==> config.mk <==
export PLATFORM = sky130hd
export DESIGN_NAME = pixel_window_gen
export DESIGN_NICKNAME = d
export VERILOG_FILES = /design/src/rtl/pixel_window_gen.sv
export SDC_FILE = /design/constraint.sdc
export NUM_CORES = 1
export LEC_CHECK = 0
export CAP_MARGIN = 20
export CORE_MARGIN = 2
export CORE_UTILIZATION = 45
export DETAILED_ROUTE_END_ITERATION = 16
export PLACE_DENSITY = 0.6
export SYNTH_ARGS = -nofsm -noshare
export SYNTH_HDL_FRONTEND = slang
export SYNTH_SLANG_ARGS = --single-unit
==> constraint.sdc <==
create_clock -name clk -period 7.9 [get_ports clk]
set_input_delay 1.975 -clock clk [delete_from_list [all_inputs] [get_ports clk]]
set_output_delay 1.975 -clock clk [all_outputs]
set_load 0.01 [all_outputs]
==> src/rtl/pixel_window_gen.sv <==
// pixel_window_gen: turns a raster RGB pixel stream into 3x3 windows.
// Ports: clk, rst | pixel_in/valid/ready in | pixelData/window_valid/ready out | frame_done, busy.
module pixel_window_gen #(
  parameter int IMG_WIDTH  = 16,
  parameter int IMG_HEIGHT = 16,
  parameter int COL_BITS   = 4,
  parameter int ROW_BITS   = 4
) (
  input  logic         clk,
  input  logic         rst,
  input  logic [23:0]  pixel_in,
  input  logic         pixel_valid,
  output logic         pixel_ready,
  output logic [215:0] pixelData,
  output logic         window_valid,
  input  logic         window_ready,
  output logic         frame_done,
  output logic         busy
);

  localparam logic [1:0] S_IDLE   = 2'd0;
  localparam logic [1:0] S_FILL   = 2'd1;
  localparam logic [1:0] S_STREAM = 2'd2;
  localparam logic [1:0] S_DONE   = 2'd3;

  localparam logic [COL_BITS-1:0] COL_LAST = COL_BITS'(IMG_WIDTH - 1);
  localparam logic [ROW_BITS-1:0] ROW_LAST = ROW_BITS'(IMG_HEIGHT - 1);

  logic [1:0]          state_q, state_d;
  logic [COL_BITS-1:0] col_q, col_d;
  logic [ROW_BITS-1:0] row_q, row_d;
  logic [71:0]         win0_q, win0_d;
  logic [71:0]         win1_q, win1_d;
  logic [71:0]         win2_q, win2_d;
  logic [215:0]        pix_q, pix_d;
  logic                wv_q, wv_d;

  logic [23:0] line1_q [IMG_WIDTH];
  logic [23:0] line2_q [IMG_WIDTH];

  logic        accept;
  logic        col_end;
  logic        row_end;
  logic        emit;
  logic [71:0] new_col;

  assign pixel_ready  = !wv_q || window_ready;
  assign accept       = pixel_valid && pixel_ready;
  assign col_end      = (col_q == COL_LAST);
  assign row_end      = (row_q == ROW_LAST);
  assign emit         = accept
                     && (row_q >= ROW_BITS'(2))
                     && (col_q >= COL_BITS'(2));
  // Column layout is {top, mid, bottom}; the newest pixel is the bottom.
  assign new_col      = {line2_q[col_q], line1_q[col_q], pixel_in};

  assign pixelData    = pix_q;
  assign window_valid = wv_q;
  assign frame_done   = (state_q == S_DONE);
  assign busy         = (state_q == S_FILL) || (state_q == S_STREAM);

  always_comb begin
    win0_d = win0_q;
    win1_d = win1_q;
    win2_d = win2_q;
    if (accept) begin
      win0_d = win1_q;
      win1_d = win2_q;
      win2_d = new_col;
    end
  end

  // Row-major pack of the shifted window: top row, middle row, bottom row.
  always_comb begin
    pix_d = pix_q;
    if (emit) begin
      pix_d = {win1_q[71:48], win2_q[71:48], new_col[71:48],
               win1_q[47:24], win2_q[47:24], new_col[47:24],
               win1_q[23:0],  win2_q[23:0],  new_col[23:0]};
    end
  end

  always_comb begin
    wv_d = wv_q && !window_ready;
    if (emit) begin
      wv_d = 1'b1;
    end
  end

  always_comb begin
    col_d = col_q;
    row_d = row_q;
    if (accept) begin
      if (col_end) begin
        col_d = '0;
        row_d = row_end ? '0 : row_q + ROW_BITS'(1);
      end else begin
        col_d = col_q + COL_BITS'(1);
      end
    end
  end

  always_comb begin
    state_d = state_q;
    unique case (1'b1)
      (state_q == S_IDLE): begin
        if (accept) state_d = S_FILL;
      end
      (state_q == S_FILL): begin
        if (accept && col_end && row_q == ROW_BITS'(1))
          state_d = S_STREAM;
      end
      (state_q == S_STREAM): begin
        if (accept && col_end && row_end)
          state_d = S_DONE;
      end
      (state_q == S_DONE): begin
        // A pixel taken here is (0,0) of the next frame.
        state_d = accept ? S_FILL : S_IDLE;
      end
      default: state_d = S_IDLE;
    endcase
  end

  always_ff @(posedge clk) begin
    if (rst) begin
      state_q <= S_IDLE;
      col_q   <= '0;
      row_q   <= '0;
      win0_q  <= '0;
      win1_q  <= '0;
      win2_q  <= '0;
      pix_q   <= '0;
      wv_q    <= 1'b0;
    end else begin
      state_q <= state_d;
      col_q   <= col_d;
      row_q   <= row_d;
      win0_q  <= win0_d;
      win1_q  <= win1_d;
      win2_q  <= win2_d;
      pix_q   <= pix_d;
      wv_q    <= wv_d;
    end
  end

  // Line buffers need no reset: every entry is rewritten before it is read.
  always_ff @(posedge clk) begin
    if (accept) begin
      line2_q[col_q] <= line1_q[col_q];
      line1_q[col_q] <= pixel_in;
    end
  end

endmodule

==> impl_metrics.yaml, run 1 <==
status:
  status: "finished clean"
drt:
  drtAntennaViolNets: 0
  via_per_inst: 5.582
  routed_wl_mm: 107.7
  drt-wirelength-per-cell_um: 24.60
  drtPass1Iterations: 5
  drtIter0Drc: 2667
  post-route-drc-count: 0
  num_vias: 24430
global_route:
  grt_antenna_before_repair: 5
  grt_max_degree: 214
  gr-usage-all-layers: 0.2233
  grt_overflow: 0
  grt_pass1_vias: 24110
  grt_pass1_wl_mm: 157.2
floorplan:
  die_h_um: 309.9
  start_util: 0.4524
  coreArea_um2: 93050
  die-area_um2: 96010
  fp.dieW_um: 309.9
  num_rows: 112
  ios: 248
setup_path:
  crit_top_cell: "clkdlybuf4s50_1"
  critPathArrivalTime_ns: 3.71
  cp-end-kind: "primary output"
  path_class: "input port to primary output"
  crit_slowest_cell: "clkdlybuf4s50_1"
  r2r_cells: 5
  r2r_end: "win2_q[36]"
  worstSetupStartpoint: "window_ready"
  critPathMaxFanout: 10
  cp.required_ns: 5.93
  crit_end: "pixel_ready"
  path_cells: "clkdlybuf4s50_1, nor2b_1, clkinv_1, clkdlybuf4s50_1"
  critPathLaunchType: "input port"
  cpPeakStageDelay_ns: 0.59
  r2r_slack_ns: 4.26
clock_tree:
  htree_levels: 3
  cts_root_buf: "clkbuf_16"
  path_clk_slew_ns: 0.06
  clkLatencyLatePin_ns: 0.68
  cts_buffers: 115
  cts_resized: 0
  cts_tree: "built"
  cts_buffer_depth: 3
  postCtsSetupRepairBufs: 0
  holdBufCountCts: 0
  cts_sinks: 1143
timing:
  tightest_slew_ns: 1.356
  fin_crit_sh: 0.7201
  timing.fmax_mhz: 175.8
  hold_viol: 0
  layout_setup_ws_ns: 2.211
  clock_skew_ns: 0.02877
  min_period_ns: 5.689
  report.final.slew_viol_count: 0
  setup_viol: 0
  rsz0062_at_grt: "no"
  relSlewSlack: 0.09596
  tns_ns: 0
yosys:
  syn_nets: 2854
  syn_area_um2: 42100
  avgSynthCellArea_um2: 14.95
  async_flop_share: 0
  ys_ff_latch: 1143
  synth_flop_cell: "edfxtp_1"
  synth_edf_count: 768
  seq_area_frac_synth: 0.7261
  synth_cell_types: 35
  yosysWarnings: 0
  netlist_instances: 2815
layout:
  final_cell_mix: "edfxtp_1, nand2_1, dfxtp_1"
  synthToLayoutAreaGrowth_pct: 17.23
  fin_nets: 3064
  layout-drive-gt1-share: 0.1329
  layout_commonest_cell: "edfxtp_1"
  diodes: 0
  stdcell_area_um2: 49350
power:
  worst_ir_drop_vdd_mv: 0.1757
  power.leakage_nw: 15.43
  power.density_nw_per_um2: 255.6
  finalPower_mw: 12.62
placed_design:
  portBuffers: 247
  place_worst_setup_slack_ns: 2.219
  place_congestion: 0.8234
  dp_hpwl_mm: 59.65
  placed_area_um2: 45650
worst_hold_path:
  hp-class: "flip-flop to flip-flop"
  hold_path_depth: 2
job:
  drv_cap: 0
[synth_stat cells (all sizes together) (2+ instances only)]
cell	number	area (µm²)
a211oi	2	15.01
a21oi	366	1832
a22o	96	840.8
and3	3	18.77
buf	93	665.6
clkbuf	94	352.8
dfxtp	375	7507
edfxtp	768	23060
ha	11	137.6
inv	8	30.03
mux4	192	4324
nand2	633	2376
nand2b	4	25.02
nand3	3	15.01
nand4	3	18.77
nor2	17	63.81
nor2b	3	18.77
nor3	7	35.03
o21ai	98	490.5
or2	24	150.1
or4	3	22.52
xnor2	2	17.52
xor2	2	17.52
[sequential cells by signal, summed over array words and instances (netlist names), named ones only]
signal and cells:
line2_q 384, win1_q 72, win2_q 72, pixelData 216
col_q 4, line1_q 384, row_q 4, state_q 2
window_valid 1
[report_power, final]
group | internal, mW | switching (mW)
combinational | 0.239 | 0.474
sequential | 6.56 | 0.0579
clock | 3.05 | 2.23
[metal layers]
layer  up-vias  part of all wire  GRT usage
li1      10910                 -          -
met1     12520              0.43     0.3103
met2       853              0.47     0.3570
met3       151             0.074    0.04556
met4         2             0.023    0.06685
met5         -          0.000084          0
[worst max-delay path, delay by kind of cell]
family,cells,cell delay (ns)
buffers and inverters,3,1.40
and+or+nand+nor,1,0.34
[how the worst min path moves through the flow]
stage                        startpoint              to  slack, ns
after CTS                    win1_q[24]  pixelData[120]       0.45
after floorplan              win1_q[24]  pixelData[120]       0.43
after global routing      pixelData[21]   pixelData[21]       0.47
final                        win1_q[23]   pixelData[71]       0.45
after detailed placement     win1_q[71]  pixelData[215]       0.45
after global placement       win1_q[42]  pixelData[138]       0.44
[through the flow]
stage | std cells | util | hold WS (ns)
after global routing | 4377 | 0.5304 | 0.4659
after detailed placement | 4158 | 0.4906 | 0.4451
after CTS | 4373 | 0.5301 | 0.4534
after global placement | 4158 | 0.4906 | 0.4379
after floorplan | 2815 | - | 0.4321
final | 4377 | 0.5304 | 0.4508
[cell type report]
cell class / count / area, µm²
fill: 7661 / 43700
timing repair buffer: 280 / 2875
clock buffer: 171 / 3264
multi-input combinational: 1476 / 10620
inverter: 9 / 36.28
clock inverter: 44 / 409.1
tap: 1254 / 1569
sequential: 1143 / 30580
[cell families (layout without fill, tap and decap cells)]
family	Yosys count	in the layout	synth area share
compound gates	564	564	0.07594
buf+inv	196	504	0.02500
simple gates	704	704	0.06586
xor+xnor	4	4	0.0008323
fa+ha+maj	11	11	0.003269
flops	1143	1143	0.7261
mux	193	193	0.1030
Power figures use the tool's default switching activity.
==> inputs of run 2 (changes only) <==
--- a/config.mk
+++ b/config.mk
@@ -9,7 +9,7 @@
 export CORE_MARGIN = 2
 export CORE_UTILIZATION = 45
 export DETAILED_ROUTE_END_ITERATION = 16
-export PLACE_DENSITY = 0.6
+export PLACE_DENSITY = 0.62
 export SYNTH_ARGS = -nofsm -noshare
 export SYNTH_HDL_FRONTEND = slang
 export SYNTH_SLANG_ARGS = --single-unit
==> constraint.sdc (replaced) <==
create_clock -name clk -period 4.9 [get_ports clk]
set_input_delay 1.225 -clock clk [delete_from_list [all_inputs] [get_ports clk]]
set_output_delay 1.225 -clock clk [all_outputs]
set_load 0.01 [all_outputs]
==> impl_metrics.yaml, run 2 (synthesis gave the netlist of run 1 again) <==
timing:
  clock_skew_ns: 0.03534
  tns_ns: 0
  relSlewSlack: 0.3306
  hold_viol: 0
  min_period_ns: 4.108
  timing.fmax_mhz: 243.4
  tightest_slew_ns: 1.002
  report.final.slew_viol_count: 0
  fin_crit_sh: 0.8384
  setup_viol: 0
  rsz0062_at_grt: "no"
placed_design:
  place_congestion: 0.7971
  dp.cells: 4185
  portBuffers: 247
  dp_hpwl_mm: 63.12
  placed_area_um2: 46090
drt:
  routed_wl_mm: 108.1
  post-route-drc-count: 0
  via_per_inst: 5.581
  drtIter0Drc: 2762
  num_vias: 24520
  drtAntennaViolNets: 0
  drtPass1Iterations: 8
  drt-wirelength-per-cell_um: 24.61
global_route:
  grt_pass1_wl_mm: 157.2
  grt_pass1_vias: 24070
  grt_overflow: 0
  grt_antenna_before_repair: 4
  gr-usage-all-layers: 0.2238
  grt_max_degree: 162
floorplan:
  coreArea_um2: 93050
  start_util: 0.4524
  die_h_um: 309.9
  die-area_um2: 96010
  num_rows: 112
  ios: 248
  fp.dieW_um: 309.9
worst_hold_path:
  hold_end: "pixelData[134]"
  hp-class: "flip-flop to flip-flop"
  hold_path_depth: 2
  min_from: "win1_q[38]"
layout:
  stdcell_area_um2: 49740
  fin_nets: 3083
  multi_input_area_um2: 10620
  synthToLayoutAreaGrowth_pct: 18.16
  final_cells: 4394
  fillers: 7568
  regArea_um2: 30580
  fin_util: 0.5346
  layout-drive-gt1-share: 0.1385
  layout_commonest_cell: "edfxtp_1"
  final_cell_mix: "edfxtp_1, nand2_1, dfxtp_1"
  diodes: 0
clock_tree:
  htree_levels: 3
  cts_buffer_depth: 3
  cts_tree: "built"
  cts_resized: 0
  cts_buffers: 111
  cts_root_buf: "clkbuf_16"
  clkLatencyLatePin_ns: 0.70
  postCtsSetupRepairBufs: 0
  cts_sinks: 1143
  path_clk_slew_ns: 0.06
  holdBufCountCts: 0
setup_path:
  cp.required_ns: 3.67
  critPathArrivalTime_ns: 2.88
  cp-end-kind: "primary output"
  critPathMaxFanout: 10
  r2r_end: "line2_q[0][10]"
  r2r_slack_ns: 1.89
  critPathLaunchType: "input port"
  r2r_cells: 4
  path_class: "input port to primary output"
power:
  worst_ir_drop_vdd_mv: 0.2571
  finalPower_mw: 20.35
  power.density_nw_per_um2: 409.2
  power.leakage_nw: 15.60
job:
  drv_cap: 0
status:
  status: "finished clean"
## run 2: per-layer routing
metal  share of wire  vias to the layer above  track usage
li1                -                    10940            -
met1            0.43                    12530       0.3172
met5         0.00017                        -            0
met2            0.47                      897       0.3561
met4           0.021                        4      0.06134
met3           0.076                      153      0.04269
## run 2: where the power goes
| group | internal (mW) | switching (mW) |
|---|---|---|
| logic | 0.400 | 0.720 |
| clock network | 4.93 | 3.59 |
| registers | 10.6 | 0.131 |
## run 2: worst max-delay path by stage
stage / from / end / slack, ns / cells past startpoint
final: window_ready / pixel_ready / 0.79 / 5
after CTS: window_ready / pixel_ready / 0.78 / 5
after global routing: window_ready / pixel_ready / 0.76 / 5
after floorplan: pixel_valid / line1_q[0][0] / -1.0 / 6
after detailed placement: window_ready / pixel_ready / 0.77 / 5
after global placement: window_ready / pixel_ready / 0.66 / 5
## run 2: through the flow
| stage | setup WS [ns] | hold WS, ns |
|---|---|---|
| floorplan | -0.9971 | 0.4321 |
| detailed placement | 0.7749 | 0.4447 |
| global placement | 0.6571 | 0.4389 |
| CTS | 0.7756 | 0.4520 |
| global route | 0.7558 | 0.4656 |
| finish | 0.7918 | 0.4487 |
## run 2: layout make-up
class | instances | area share
tap | 1254 | 0.03154
multi-input combinational | 1476 | 0.2135
sequential | 1143 | 0.6147
clock inverter | 50 | 0.01044
inverter | 9 | 0.0007295
clock buffer | 159 | 0.06299
timing repair buffer | 303 | 0.06605
## run 2: worst max-delay path, stage by stage
cell	delay, ns
clkdlybuf4s50_1	0.39
nor2b_1	0.42
clkinv_1	0.14
buf_4	0.21
clkdlybuf4s50_1	0.49
